$ cat config.mk
export PLATFORM = sky130hd
export DESIGN_NAME = gdi_logic_stage_flat
export DESIGN_NICKNAME = d
export VERILOG_FILES = /design/src/rtl/gdi_logic_stage_if.sv /design/src/rtl/gdi_logic_stage.sv /design/src/flat_wrapper.sv
export SDC_FILE = /design/constraint.sdc
export NUM_CORES = 1
export LEC_CHECK = 0
export ABC_AREA = 1
export ABC_CLOCK_PERIOD_IN_PS = 1700
export CORE_MARGIN = 4
export CORE_UTILIZATION = 41
export CTS_BUF_LIST = sky130_fd_sc_hd__clkbuf_4
export CTS_CLUSTER_SIZE = 8
export DETAILED_ROUTE_END_ITERATION = 8
export GPL_TIMING_DRIVEN = 0
export PLACE_DENSITY = 0.65
export SETUP_SLACK_MARGIN = 0.3
export SYNTH_ARGS = -nofsm -noshare
export SYNTH_HDL_FRONTEND = slang
export SYNTH_SLANG_ARGS = --single-unit
$ cat constraint.sdc
create_clock -name clk -period 1.7 [get_ports clk]
set_input_delay 0.34 -clock clk [delete_from_list [all_inputs] [get_ports clk]]
set_output_delay 0.34 -clock clk [all_outputs]
set_load 0.05 [all_outputs]
$ cat src/rtl/gdi_logic_stage_if.sv
// Handshake bundle for gdi_logic_stage: operation request side and result side.
// slave is the stage's view; master is the upstream/downstream driver's view.
interface gdi_logic_stage_if #(
  parameter int unsigned WIDTH = 8
);
  logic             in_valid;
  logic             in_ready;
  logic [2:0]       in_op;
  logic [WIDTH-1:0] in_a;
  logic [WIDTH-1:0] in_b;
  logic             out_valid;
  logic             out_ready;
  logic [WIDTH-1:0] out_res;
  logic             out_err;
  logic             out_zero;
  logic             out_par;

  modport master (
    output in_valid, in_op, in_a, in_b, out_ready,
    input  in_ready, out_valid, out_res, out_err, out_zero, out_par
  );

  modport slave (
    input  in_valid, in_op, in_a, in_b, out_ready,
    output in_ready, out_valid, out_res, out_err, out_zero, out_par
  );
endinterface

$ cat src/rtl/gdi_logic_stage.sv
// Registered valid/ready front end for the GDI logic gate bank (IDLE -> EVAL -> HOLD).
// Optional FLAGS_EN macro adds registered zero and parity flags on the result.
module gdi_logic_stage #(
  parameter int unsigned WIDTH = 8,
  parameter int unsigned CNT_W = 16
) (
  input  logic             clk,
  input  logic             rst_n,
  gdi_logic_stage_if.slave bus,
  output logic [CNT_W-1:0] op_count_o
);

  typedef enum logic [1:0] {StIdle, StEval, StHold} state_e;

  state_e           state_q, state_d;
  logic [2:0]       op_q, op_d;
  logic [WIDTH-1:0] a_q, a_d, b_q, b_d;
  logic [WIDTH-1:0] res_q, res_d, res_sel;
  logic             err_q, err_d, err_sel;
  logic [CNT_W-1:0] cnt_q, cnt_d;

  logic [WIDTH-1:0] and_w, or_w, nand_w, nor_w, xor_w, xnor_w, inv_w;

  // One full gate set per bit; the opcode only picks which output is captured.
  for (genvar i = 0; i < WIDTH; i++) begin : g_bit
    andGdi  u_and  (.a_i(a_q[i]), .b_i(b_q[i]), .y_o(and_w[i]));
    orGdi   u_or   (.a_i(a_q[i]), .b_i(b_q[i]), .y_o(or_w[i]));
    nandGdi u_nand (.a_i(a_q[i]), .b_i(b_q[i]), .y_o(nand_w[i]));
    norGdi  u_nor  (.a_i(a_q[i]), .b_i(b_q[i]), .y_o(nor_w[i]));
    xorGdi  u_xor  (.a_i(a_q[i]), .b_i(b_q[i]), .y_o(xor_w[i]));
    xnorGdi u_xnor (.a_i(a_q[i]), .b_i(b_q[i]), .y_o(xnor_w[i]));
    invGdi  u_inv  (.a_i(a_q[i]), .y_o(inv_w[i]));
  end

  always_comb begin
    res_sel = '0;
    err_sel = 1'b0;
    case (op_q)
      3'b000:  res_sel = and_w;
      3'b001:  res_sel = or_w;
      3'b010:  res_sel = nand_w;
      3'b011:  res_sel = nor_w;
      3'b100:  res_sel = xor_w;
      3'b101:  res_sel = xnor_w;
      3'b110:  res_sel = inv_w;
      default: err_sel = 1'b1;
    endcase
  end

  always_comb begin
    state_d = state_q;
    op_d    = op_q;
    a_d     = a_q;
    b_d     = b_q;
    res_d   = res_q;
    err_d   = err_q;
    cnt_d   = cnt_q;
    unique case (state_q)
      StIdle: begin
        if (bus.in_valid) begin
          op_d    = bus.in_op;
          a_d     = bus.in_a;
          b_d     = bus.in_b;
          state_d = StEval;
        end
      end
      StEval: begin
        res_d   = res_sel;
        err_d   = err_sel;
        state_d = StHold;
      end
      StHold: begin
        if (bus.out_ready) begin
          state_d = StIdle;
          if (cnt_q != '1) cnt_d = cnt_q + CNT_W'(1);
        end
      end
      default: state_d = StIdle;
    endcase
  end

  always_ff @(posedge clk or negedge rst_n) begin
    if (!rst_n) begin
      state_q <= StIdle;
      op_q    <= '0;
      a_q     <= '0;
      b_q     <= '0;
      res_q   <= '0;
      err_q   <= 1'b0;
      cnt_q   <= '0;
    end else begin
      state_q <= state_d;
      op_q    <= op_d;
      a_q     <= a_d;
      b_q     <= b_d;
      res_q   <= res_d;
      err_q   <= err_d;
      cnt_q   <= cnt_d;
    end
  end

`ifdef FLAGS_EN
  logic zero_q, zero_d, par_q, par_d;

  always_comb begin
    zero_d = zero_q;
    par_d  = par_q;
    if (state_q == StEval) begin
      zero_d = (res_sel == '0);
      par_d  = ^res_sel;
    end
  end

  always_ff @(posedge clk or negedge rst_n) begin
    if (!rst_n) begin
      zero_q <= 1'b0;
      par_q  <= 1'b0;
    end else begin
      zero_q <= zero_d;
      par_q  <= par_d;
    end
  end

  assign bus.out_zero = zero_q;
  assign bus.out_par  = par_q;
`else
  assign bus.out_zero = 1'b0;
  assign bus.out_par  = 1'b0;
`endif

  assign bus.in_ready  = (state_q == StIdle);
  assign bus.out_valid = (state_q == StHold);
  assign bus.out_res   = res_q;
  assign bus.out_err   = err_q;
  assign op_count_o    = cnt_q;

endmodule

// GDI cell models: each is the basic G ? N : P cell with the sources tied per function.
module andGdi (
  input  logic a_i,
  input  logic b_i,
  output logic y_o
);
  assign y_o = a_i ? b_i : 1'b0;
endmodule

module orGdi (
  input  logic a_i,
  input  logic b_i,
  output logic y_o
);
  assign y_o = a_i ? 1'b1 : b_i;
endmodule

module nandGdi (
  input  logic a_i,
  input  logic b_i,
  output logic y_o
);
  assign y_o = a_i ? ~b_i : 1'b1;
endmodule

module norGdi (
  input  logic a_i,
  input  logic b_i,
  output logic y_o
);
  assign y_o = a_i ? 1'b0 : ~b_i;
endmodule

module xorGdi (
  input  logic a_i,
  input  logic b_i,
  output logic y_o
);
  assign y_o = a_i ? ~b_i : b_i;
endmodule

module xnorGdi (
  input  logic a_i,
  input  logic b_i,
  output logic y_o
);
  assign y_o = a_i ? b_i : ~b_i;
endmodule

module invGdi (
  input  logic a_i,
  output logic y_o
);
  assign y_o = a_i ? 1'b0 : 1'b1;
endmodule
$ cat src/flat_wrapper.sv
// flat-port wrapper written by rule: the top's interface ports become plain ports
module gdi_logic_stage_flat 
#(
  parameter int unsigned WIDTH = 8,
  parameter int unsigned CNT_W = 16
)
  (clk, rst_n, op_count_o, bus_in_valid, bus_in_op, bus_in_a, bus_in_b, bus_out_ready, bus_in_ready, bus_out_valid, bus_out_res, bus_out_err, bus_out_zero, bus_out_par);
  gdi_logic_stage_if #(.WIDTH(WIDTH)) bus_i ();
  input  logic clk;
  input  logic rst_n;
  output logic [CNT_W-1:0] op_count_o;
  input wire logic [$bits(bus_i.in_valid)-1:0] bus_in_valid;
  input wire logic [$bits(bus_i.in_op)-1:0] bus_in_op;
  input wire logic [$bits(bus_i.in_a)-1:0] bus_in_a;
  input wire logic [$bits(bus_i.in_b)-1:0] bus_in_b;
  input wire logic [$bits(bus_i.out_ready)-1:0] bus_out_ready;
  output wire logic [$bits(bus_i.in_ready)-1:0] bus_in_ready;
  output wire logic [$bits(bus_i.out_valid)-1:0] bus_out_valid;
  output wire logic [$bits(bus_i.out_res)-1:0] bus_out_res;
  output wire logic [$bits(bus_i.out_err)-1:0] bus_out_err;
  output wire logic [$bits(bus_i.out_zero)-1:0] bus_out_zero;
  output wire logic [$bits(bus_i.out_par)-1:0] bus_out_par;
  assign bus_i.in_valid = bus_in_valid;
  assign bus_i.in_op = bus_in_op;
  assign bus_i.in_a = bus_in_a;
  assign bus_i.in_b = bus_in_b;
  assign bus_i.out_ready = bus_out_ready;
  assign bus_in_ready = bus_i.in_ready;
  assign bus_out_valid = bus_i.out_valid;
  assign bus_out_res = bus_i.out_res;
  assign bus_out_err = bus_i.out_err;
  assign bus_out_zero = bus_i.out_zero;
  assign bus_out_par = bus_i.out_par;
  gdi_logic_stage #(.WIDTH(WIDTH), .CNT_W(CNT_W)) u_core (.clk(clk), .rst_n(rst_n), .bus(bus_i), .op_count_o(op_count_o));
endmodule
# [Word-level counts from Yosys, hierarchy flattened]
# Cells that the tools add are included.
[classes] add_sub_neg=1 eq_ne=11 n_mux=61 bitwise_logic=8 n_reduce_logical=6
[op_table] op="$mux 1" count=57
[op_table] op="$pmux 8 s7" count=1
[op_table] op="$add 16x1->16 const B" count=1
[op_table] op="$ne 16x16->1 const B" count=1
[op_table] op="$eq 3x3->1 const B" count=3
[op_table] op="$not 1->1" count=8
[op_table] op="$reduce_or 7->1" count=1
[op_table] op="$eq 3x2->1 const B" count=2
[op_table] op="$pmux 2 s3" count=1
[op_table] op="$mux 2" count=2
[op_table] op="$ne 2x2->1 const B" count=2
[op_table] op="$reduce_and 2->1" count=2
[op_table] op="$eq 3x1->1 const B" count=1
[op_table] op="$logic_not 3->1" count=1
[op_table] op="$reduce_and 3->1" count=1
[op_table] op="$eq 2x1->1 const B" count=1
[op_table] op="$eq 2x2->1 const B" count=1
[op_table] op="$logic_not 2->1" count=1
[word_totals] regBits=46 input_bits=23 output_inout_bits=29 word_cells=94

# [Logic depth before layout (Yosys ltp)]
[depth] depth_word=3 depth_mapped=10 mapped_depth_nobuf=9

# [Hierarchy]
# A second synthesis with hierarchy kept.
[hier_totals] cells_unflattened=540 hier_area_um2=3320.7
[by_module_without_submodules] mod="gdi_logic_stage" n_inst=1 cells_each=396 area_each_um2=2780.2 seq_area_each_um2=1151.1
[by_module_without_submodules] mod="xnorGdi" n_inst=8 cells_each=5 area_each_um2=18.8 seq_area_each_um2=0.0
[by_module_without_submodules] mod="xorGdi" n_inst=8 cells_each=5 area_each_um2=18.8 seq_area_each_um2=0.0
[by_module_without_submodules] mod="orGdi" n_inst=8 cells_each=3 area_each_um2=11.3 seq_area_each_um2=0.0
[by_module_without_submodules] mod="andGdi" n_inst=8 cells_each=2 area_each_um2=7.5 seq_area_each_um2=0.0
[by_module_without_submodules] mod="invGdi" n_inst=8 cells_each=1 area_each_um2=3.8 seq_area_each_um2=0.0
[by_module_without_submodules] mod="nandGdi" n_inst=8 cells_each=1 area_each_um2=3.8 seq_area_each_um2=0.0
[by_module_without_submodules] mod="norGdi" n_inst=8 cells_each=1 area_each_um2=3.8 seq_area_each_um2=0.0

# [Worst setup path before layout]
# OpenSTA, ideal clock, no wires.
[synth_path] path_type="register -> register" startpoint="register u_core.state_q[0]" endpoint="register u_core.op_q[2]" setup_ps=137 t_arrival_ps=1748 t_required_ps=1563 slack_ps=-184 stages_incl_launch_ff=7 path_buffers=2 synth_period_minus_slack_ps=1884 cell_sequence="dfrtp_1 > nor2_1 > nand2_1 > inv_1 > buf_4 > buf_2 > o21ai_0"
[synth_between] elab_chain_len=2
[synth_lines] item="from (decl)" line_no="gdi_logic_stage.sv:15" rtl="state_e state_q, state_d;"
[synth_lines] item="from (signal assigned)" line_no="gdi_logic_stage.sv:84" rtl="state_q <= StIdle;"
[synth_lines] item="from (signal assigned)" line_no="gdi_logic_stage.sv:92" rtl="state_q <= state_d;"
[synth_lines] item="$logic_not 2->1"
[synth_lines] item="via bus_in_ready" line_no="flat_wrapper.sv:17" rtl="output wire logic [$bits(bus_i.in_ready)-1:0] bus_in_ready;"
[synth_lines] item="$reduce_and 2->1 (no source line)"
[synth_lines] item="to (signal assigned)" line_no="gdi_logic_stage.sv:93" rtl="op_q <= op_d;"
[synth_lines] item="to (decl)" line_no="gdi_logic_stage.sv:16" rtl="logic [2:0] op_q, op_d;"
# The timed path passes the listed nets, and every way through them passes these cells.
# A chain may end at the register's enable or synchronous reset.

# [Worst setup path in the final report]
[layout_path] startpoint="register u_core.state_q[0]" endpoint="output bus_in_ready"
[layout_between] elab_chain_len=1
[layout_lines] item="$logic_not 2->1" line_no="gdi_logic_stage.sv:131" rtl="assign bus.in_ready = (state_q == StIdle);"
[layout_lines] item="to (decl)" line_no="flat_wrapper.sv:17"
# Every way passes these cells.

==> impl_results.md <==
- Status: finished, final reports clean
- DRC viols: 0
- GRT Total Usage: 19.35%
- Clk pwr share: 9.7%
- Peak VDD IR: 0.0007736 V
- Fin crit period: 1531 ps
- Core area: 7253 µm²
- Sequential power share: between 20% and 30%
- Fmax: approximately 0.65 GHz
- Drt initial violations: just under 200
- First-pass GRT wire length: approximately 14000 µm
- Initial antenna violation count: 0
- Largest buffer count on any clock path: 2
- Crit path cell chain: nor2_4 -> buf_8
- Syn Area/Cell: 7.417 µm²
- Worst Tran Pin Value: around 530 ps
- Post-Syn Area: 3070 µm²
- H-Tree Depth: 2
- RSZ-0062 raised after global routing: yes
- TritonRoute pass-1 iters: 6
- Root Buffer Master: clkbuf_4
- Worst setup EP type: output pin
- Largest net degree at the start of global routing: 26
- Total power: roughly 7400 µW
- Reg clk slew, reported paths: 150 ps
- Final hold vios: 0
- Die area: 8938 µm²
- Share of cells above drive strength 1: 36.74%
- YS warnings: 0
- Vias in the first global route: roughly 2900
- Comb power frac: 65.2%
- Slowest cell delay on critical path: 500 ps
- GPL Wtd Cong: 0.8724
- CTS sink cnt: 46
- Net Switching: around 3600 µW
- Worst-path fanout max: 3
- Syn-to-layout area delta: 50.57%
- Die W: 94.54 µm
- Die Y-Extent: between 90 and 100 µm
- Final ANT Viol Nets: 0
- Placed cells: 564
- Largest delay contributor family on the critical path: flip-flops
- Layout Nets: 575
- Syn Inst Count: between 400 and 500
- Max Slew Vio Count: 0
- Netlist cell types: 25
- Starting Density: between 40% and 50%
- Setup TNS Final: 0 ps
- Max-cap violations: 0
- Number of synthesized register bits: 46
- DR WL/cell: 14.46 µm
- Clock Skew: 11.20 ps
- CP Data Required Time: about 1400 ps
- CTS buffer count: 5
- Seq/Total Area, Yosys: 37.49%
- P per Cell Area: 1608 nW/µm²
- Final wirelength: approximately 9100 µm
- Crit share post-route: 90.06%
- Antenna diodes: 0
- Final core occ: 63.74%
- CP Class: reg -> out
- Vias per Instance: 5.043
- Vias: ~3200
- Setup violators final: 0
- CTS tree: done
- Hold Crit Class: in -> async
- IO Port Bufs: 49
- Leakage power: roughly 0.0023 µW
- P_int: 3865 µW
- Final instance area: 4623 µm²
- Slowest-stage cell, CP: dfrtp_2
- Headroom to the max-slew limit: 64.46%
- Site row count: 31
- Switching part of the total power: approximately half
- Clock latency on the worst-skew pair: 370 ps
- Gr ovfl total: 0
- Worst setup SP type: register
- # fillers: 625
- Critical Path AT: 1190 ps
- Ports: 52
- WP buf/inv: 1
- DP HPWL: about 5600 µm
- DP Area: approximately 3800 µm²
- Layout Cells excl Fill: 627
[power groups by stage]
stage	combinational (µW)	sequential (µW)	clock [µW]
2_1_floorplan	1950	2210	0
3_3_place_gp	3260	1830	0
3_5_place_dp	3340	1840	0
4_1_cts	3550	1820	751
5_1_grt	5280	1920	781
6_report	4850	1860	722
[synthesized netlist by cell type (all sizes together)]
| cell type | instances | area (µm²) |
|---|---|---|
| xor2 | 5 | 43.79 |
| nor3 | 2 | 21.27 |
| conb | 1 | 3.750 |
| nand4 | 8 | 50.05 |
| nor2 | 47 | 240.2 |
| buf | 11 | 75.07 |
| inv | 48 | 180.2 |
| o21ai | 35 | 175.2 |
| nand2 | 130 | 508.0 |
| nand3b | 9 | 67.56 |
| clkbuf | 4 | 15.01 |
| dfrtp | 46 | 1151 |
| xnor2 | 3 | 26.28 |
| nand3 | 40 | 200.2 |
| ha | 25 | 312.8 |
[stage by stage]
| step | worst slack (ps) | hold slack [ps] |
|---|---|---|
| after floorplan | 161.1 | 44.41 |
| after global placement | -1293 | 464.9 |
| after detailed placement | -239.9 | 351.7 |
| after CTS | 159.5 | 464.6 |
| after global routing | 81.02 | 479.0 |
| final | 169.0 | 456.9 |
[worst register-to-register path: cells and delay by family, from the launching register on]
family / cells / cell delay (ps)
DFF: 1 / 480
adders and majority gates: 1 / 190
and+or+nand+nor: 8 / 630
buffers and inverters: 1 / 150
[area by class of cell]
cell class                      count  area, µm²  area share [%]
Sequential cell                    46       1176           25.44
Tap cell                           99      123.9           2.679
Clock buffer                        5      37.54          0.8119
Multi-Input combinational cell    306       1908           41.27
Clock inverter                      3      48.80           1.055
Buffer                             15      155.1           3.356
Timing Repair inverter              1      5.005          0.1083
Inverter                           48      190.2           4.114
Timing Repair Buffer              104      978.4           21.16
[repair_timing]
action | 4_1_cts | 5_1_grt
pin swaps | 10 | 22
buffers inserted | 19 | 29
cloned | 1 | 5
endpoints found under the hold margin | 21 | 0
gates resized for setup | 182 | 118
setup endpoints to repair | 61 | 58
hold buffers | 1 | 0
[flip-flops by register name, indices dropped and copies added (netlist names)]
register,count
u_core.bus.out_err,1
u_core.state_q,2
u_core.a_q,8
u_core.op_q,3
u_core.b_q,8
u_core.op_count_o,16
u_core.bus.out_res,8
[layout by cell type, fill, tap and decap left out, drive strengths merged, types with 3 or more instances in the layout]
cell,n
nand2,130
buf,84
inv,48
nor2,47
dfrtp,46
nand3,40
o21ai,35
ha,25
clkdlybuf4s50,21
clkbuf,18
nand3b,9
nand4,8
xor2,5
xnor2,3
[path summary, 6_finish.rpt]
check                                       from                    end  slack [ps]  cells past startpoint
max                            u_core.state_q[0]           bus_in_ready         170                      2
min                                        rst_n          u_core.b_q[5]         460                      2
max reg2reg                 u_core.op_count_o[1]  u_core.op_count_o[14]         170                     10
min reg2reg                u_core.bus.out_res[7]  u_core.bus.out_res[7]         490                      2
max in group asynchronous                  rst_n         u_core.op_q[1]         690                      3
min in group clk           u_core.bus.out_res[7]  u_core.bus.out_res[7]         490                      2
[cell families (layout without fill, tap and decap cells)]
group,Yosys count,after routing,synth area share [%]
AO/OA/AOI/OAI,35,35,5.705
XOR/XNOR,8,8,2.282
adder cells (fa/ha/maj),25,25,10.19
buffers and inverters,63,176,8.802
flip-flops,46,46,37.49
other,1,2,0.1221
AND/OR/NAND/NOR,236,236,35.41
[per-layer routing]
metal / part of all wire [%] / track usage [%] / routed length (µm) / vias to the layer above
met4: 1.6 / 6.010 / 145 / 0
met3: 5.9 / 3.028 / 532 / 16
met5: 0 / 0 / 0 / -
li1: - / - / - / 1537
met1: 45 / 27.22 / 4043 / 1493
met2: 48 / 30.67 / 4345 / 116
Note: power is estimated with default switching activity, not from simulation.
